[src/rtl/object_sprite_renderer_pkg.sv]
// vga_pkg: raster geometry and object display-mode encoding shared by the sprite renderer.
package vga_pkg;
  localparam int H_ACTIVE = 640;
  localparam int V_ACTIVE = 480;
  localparam int COORD_W = 10;
  typedef enum logic [1:0] {HIDDEN = 2'd0, THUMB = 2'd1, FULL = 2'd2} mode_t;
  function automatic mode_t next_mode(input logic full_screen, input logic sprite_select);
    return !full_screen ? THUMB : sprite_select ? FULL : HIDDEN;
  endfunction
endpackage

[src/rtl/object_sprite_renderer_blink.sv]
// object_blink_ctrl: frame-counted blink visibility, changing only on frame_start.
module object_blink_ctrl #(
  parameter int BLINK_FR = 30
) (
  input  logic clk,
  input  logic rst_n,
  input  logic frame_start,
  input  logic blink_en,
  output logic blink_vis
);
  logic [7:0] r_cnt;
  logic       r_vis;
  logic       w_wrap;
  assign w_wrap = r_cnt == 8'(BLINK_FR - 1);
  always_ff @(posedge clk or negedge rst_n)
    if (!rst_n) begin
      r_cnt <= '0;
      r_vis <= 1'b1;
    end else if (!blink_en) begin
      r_cnt <= '0;
      r_vis <= 1'b1;
    end else if (frame_start) begin
      r_cnt <= w_wrap ? '0 : r_cnt + 8'd1;
      r_vis <= w_wrap ? ~r_vis : r_vis;
    end
  assign blink_vis = r_vis;
endmodule

[src/rtl/object_sprite_renderer.sv]
// object_sprite_renderer: 2-stage bitmap object renderer addressing an external sprite ROM.
module object_sprite_renderer
  import vga_pkg::*;
#(
  parameter int SPR_W      = 200,
  parameter int SPR_H      = 145,
  parameter int ADDR_W     = 8,
  parameter int THUMB_X    = 434,
  parameter int THUMB_Y    = 26,
  parameter int FULL_X     = 220,
  parameter int FULL_Y     = 172,
  parameter int FULL_SHIFT = 0,
  parameter int BLINK_FR   = 30
) (
  input  logic              clk,
  input  logic              rst_n,
  input  logic [9:0]        HCount,
  input  logic [9:0]        VCount,
  input  logic              frame_start,
  input  logic              sprite_select,
  input  logic              full_screen,
  input  logic              blink_en,
  output logic [ADDR_W-1:0] rom_addr,
  input  logic [SPR_W-1:0]  rom_data,
  output logic              sprite_on
);
  localparam int COL_W = $clog2(SPR_W);
  mode_t             r_mode;
  logic [ADDR_W-1:0] r_addr;
  logic [COL_W-1:0]  r_col_q;
  logic              r_hit_q;
  logic              r_on;
  logic              w_blink_vis;
  logic              w_full;
  logic [1:0]        w_sh;
  logic [10:0]       w_x, w_y, w_right, w_bottom, w_h, w_v;
  logic              w_hit;
  logic [9:0]        w_dx, w_dy;
  logic [COL_W-1:0]  w_col;
  logic [ADDR_W-1:0] w_row;
  // 11-bit box edges let an oversized box clip at the raster edge instead of wrapping.
  always_comb begin
    w_full   = r_mode == FULL;
    w_x      = w_full ? 11'(FULL_X) : 11'(THUMB_X);
    w_y      = w_full ? 11'(FULL_Y) : 11'(THUMB_Y);
    w_sh     = w_full ? 2'(FULL_SHIFT) : 2'd0;
    w_right  = w_x + (11'(SPR_W) << w_sh) - 11'd1;
    w_bottom = w_y + (11'(SPR_H) << w_sh) - 11'd1;
    w_h      = {1'b0, HCount};
    w_v      = {1'b0, VCount};
    w_hit    = (r_mode != HIDDEN) && w_h >= w_x && w_h <= w_right && w_v >= w_y && w_v <= w_bottom;
    w_dx     = w_hit ? 10'(w_h - w_x) : '0;
    w_dy     = w_hit ? 10'(w_v - w_y) : '0;
    w_col    = COL_W'(w_dx >> w_sh);
    w_row    = ADDR_W'(w_dy >> w_sh);
  end
  always_ff @(posedge clk or negedge rst_n)
    if (!rst_n) begin
      r_mode  <= HIDDEN;
      r_addr  <= '0;
      r_col_q <= '0;
      r_hit_q <= 1'b0;
      r_on    <= 1'b0;
    end else begin
      r_mode  <= frame_start ? next_mode(full_screen, sprite_select) : r_mode;
      r_addr  <= w_hit ? w_row : r_addr;
      r_col_q <= w_col;
      r_hit_q <= w_hit;
      r_on    <= r_hit_q & rom_data[r_col_q] & w_blink_vis & (r_mode != HIDDEN);
    end
  object_blink_ctrl #(.BLINK_FR(BLINK_FR)) u_blink (
    .clk        (clk),
    .rst_n      (rst_n),
    .frame_start(frame_start),
    .blink_en   (blink_en),
    .blink_vis  (w_blink_vis)
  );
  assign rom_addr  = r_addr;
  assign sprite_on = r_on;
endmodule

[config.mk]
export PLATFORM = sky130hd
export DESIGN_NAME = object_sprite_renderer
export DESIGN_NICKNAME = d
export VERILOG_FILES = /design/src/rtl/object_sprite_renderer_pkg.sv /design/src/rtl/object_sprite_renderer_blink.sv /design/src/rtl/object_sprite_renderer.sv
export SDC_FILE = /design/constraint.sdc
export NUM_CORES = 1
export LEC_CHECK = 0
export BUFFER_PORTS_ARGS = -buffer_cell sky130_fd_sc_hd__buf_2
export CAP_MARGIN = 20
export CORE_MARGIN = 2
export CORE_UTILIZATION = 47
export DETAILED_ROUTE_END_ITERATION = 6
export PLACE_DENSITY = 0.88
export SLEW_MARGIN = 30
export SYNTH_ARGS = -nofsm -noshare
export SYNTH_HDL_FRONTEND = slang
export SYNTH_SLANG_ARGS = --single-unit
export TNS_END_PERCENT = 100
[constraint.sdc]
create_clock -name clk -period 5.6 [get_ports clk]
set_clock_uncertainty 0.05 [all_clocks]
set_input_delay 1.12 -clock clk [delete_from_list [all_inputs] [get_ports clk]]
set_output_delay 1.12 -clock clk [all_outputs]
set_load 0.02 [all_outputs]
==> key figures <==
Run status
  • Outcome: completed

Cells and area
  • Layout cells sized above 1: 53.91%
  • Fill cells: 613
  • Nets: 804
  • Layout area overhead: 36.47%

Power
  • Maximum vdd drop: 0.0001610 V
  • Cell Int Power: 0.0005351 W
  • Sequential share of power: 33.7%
  • Sw power: 0.0002688 W
  • Cell Pwr Density: 164.2 nW/um^2
  • Tot Pwr: 0.0008040 W
  • Logic pwr share: 43.0%
  • Leakage: 2.246 nW
  • Clk pwr share: 23.3%
  • Sw Ratio: 33.44%

Logic synthesis
  • Mapped Cells: 339
  • Post-synth EDFFs: 0
  • Share of the synthesized area in the top cell type: 31.38%
  • Post-synthesis sequential area ratio: 20.26%
  • Synthesized net count: 582
  • Synth Warn #: 0
  • Top FF cell, synth: dfrtp_1
  • Most instantiated library cell after synthesis: mux4_2
  • Post-synth top area cell: mux4_2
  • Synth area leaders: mux4_2, dfrtp_1, ha_1
  • Count of cell types in the netlist: 55
  • Synth async-reset ratio: 100.0%
  • Register bit total from synthesis: 29
  • Synth top cells by count: mux4_2, nor2_1, dfrtp_1, mux2i_1, nand2_1
  • Average cell area after synthesis: 10.59 sq um
  • Mapped cell area: 3588 sq um

Worst setup path
  • CP Class: register to register
  • Reg2Reg Setup Slack: 1.63 ns
  • Crit-path slowest cell: a2111o_1
  • CP Data Required Time: 5.70 ns
  • CP max stage delay: 0.56 ns
  • Worst path bufs/invs: 2
  • Critical Path Start Type: register
  • Most used cell, CP: inv_1
  • Cell family with most CP delay: compound AO/OA/AOI/OAI gates
  • Critical path fanouts, max: 18
  • Crit. End Element: register
  • Worst-path cell chain: nor2b_1, inv_1, ha_1, inv_1, a31oi_1, o41ai_1, a221o_1, a32o_1, a2111o_1, mux2_1
  • Worst Path Arrival: 4.07 ns

Floorplan
  • Initial Utilization: 48.95%
  • Core area: 7331 sq um
  • IO Pins: 235
  • Core Rows: 31
  • Die Y-Extent: 91.38 microns
  • Die footprint: 8350 sq um
  • Die width: 91.38 microns

STA
  • Final Hold Viols: 0
  • Fin. max-slew vios: 0
  • Worst slew pin tran: 0.8392 ns
  • Peak Freq: 251.9 MHz
  • Slew HR: 43.54%
  • Tcrit/Tclk final: 70.90%
  • Fin Setup TNS: 0 ns
  • Setup Viol. Count Final: 0
  • Unrepaired setup endpoints after global routing: false
  • Tmin final: 3.970 ns

Global routing
  • Total GRT Usage: 28.65%
  • Global-route wire length before repair: 18910 microns
  • Initial antenna violation count: 3
  • Largest net degree at the start of global routing: 37
  • Vias in the first global route: 3860
  • Overflow after GRT: 0

Detailed routing
  • Initial DRC count: 170
  • Routed WL: 11940 microns
  • Pre-antenna DRT Iters: 5
  • Wire per inst: 17.98 microns
  • Residual DRC: 0
  • Vias per std cell: 5.735
  • Vias: 3808
  • Final ANT Viol Nets: 0

Clock tree
  • Worst-path clk slew: 0.06 ns
  • CTS tree: yes
  • CTS Buffer Depth: 2
  • Root Driver: clkbuf_8
  • Htree depth: 2
  • Clock Latency Late Sink: 0.27 ns
  • Post-CTS Setup Inserts: 0
  • Cts bufs inserted: 5
  • Hold_buf cts: 0
  • CTS Sinks: 29
  • CTS-repair resized insts: 0

Placed design
  • Global placement routability congestion: 0.9232
  • IO buf count: 234
  • DP Wirelength: 10220 microns

Min path
  • Worst Hold Class: register to register

Job
  • MaxCap Viol Count: 0
-- cell type report --
class / instances / area (sq um) / share of cell area, %
antenna: 3 / 7.507 / 0.1533
clock buffer: 7 / 96.34 / 1.967
clock inverter: 1 / 5.005 / 0.1022
inverter: 17 / 63.81 / 1.303
multi-input combinational: 271 / 2678 / 54.68
sequential: 29 / 729.5 / 14.90
tap: 99 / 123.9 / 2.529
timing repair buffer: 237 / 1194 / 24.37
-- metrics by stage --
step | cells | setup slack [ns] | cell area (sq um) | utilization [%] | hold slack [ns]
3_3_place_gp | 653 | 1.744 | 4788 | 65.32 | 0.4201
3_5_place_dp | 653 | 1.685 | 4788 | 65.32 | 0.4262
6_report | 664 | 1.630 | 4897 | 66.80 | 0.4352
2_1_floorplan | 339 | 2.424 | 3588 | - | 0.4556
4_1_cts | 661 | 1.655 | 4890 | 66.70 | 0.4398
5_1_grt | 663 | 1.354 | 4895 | 66.77 | 0.4490
-- sequential cells by signal (all words and copies together), names as in the netlist --
name               count
sprite_on              1
rom_addr               8
u_blink.blink_vis      1
u_blink.r_cnt          8
r_mode                 2
r_col_q                8
r_hit_q                1
-- per-layer routing --
layer | vias to the layer above | global-route usage, % | part of all wire [%]
met2 | 180 | 49.88 | 51
met4 | 0 | 10.10 | 2.9
met1 | 1830 | 35.32 | 39
li1 | 1770 | - | -
met5 | - | 0 | 0
met3 | 28 | 5.477 | 7.3
-- worst paths after layout --
path	cells past startpoint	to	from
min in group asynchronous	1	u_blink.r_cnt[1]	rst_n
min	1	rom_addr[0]	rom_addr[0]
min reg2reg	1	rom_addr[0]	rom_addr[0]
max	10	rom_addr[7]	r_mode[0]
max in group asynchronous	1	r_col_q[0]	rst_n
max reg2reg	10	rom_addr[7]	r_mode[0]
-- logic make-up after synthesis --
kind of cell / Yosys count / synth area share [%]
xor+xnor: 16 / 4.115
simple gates: 101 / 13.60
flops: 29 / 20.26
fa+ha+maj: 18 / 6.416
buf+inv: 39 / 5.125
compound gates: 58 / 10.98
mux: 78 / 39.50
-- power by group through the flow --
stage / combinational [W] / sequential [W] / clock [W]
2_1_floorplan: 0.000169 / 0.000301 / 0
3_3_place_gp: 0.000337 / 0.000272 / 0
3_5_place_dp: 0.000347 / 0.000274 / 0
4_1_cts: 0.000348 / 0.000270 / 0.000191
5_1_grt: 0.000379 / 0.000276 / 0.000203
6_report: 0.000346 / 0.000271 / 0.000188
-- cells in the final DEF, fill, tap and decap left out, types with 3 or more instances in the layout --
master     count
a21o_1         3
a21oi_1       14
and3_1         3
buf_2        234
buf_4          3
clkbuf_8       7
dfrtp_1       26
diode_2        3
ha_1          16
inv_1         16
mux2_1         7
mux2i_1       19
mux4_2        50
nand2_1       19
nand2b_1       8
nand3_1       10
nand4_1        4
nor2_1        35
nor2b_1        5
nor3_1         4
nor4_1         4
o2111ai_1      4
o21ai_0       14
xnor2_1        8
xor2_1         7
Note: power is estimated with default switching activity, not from simulation.
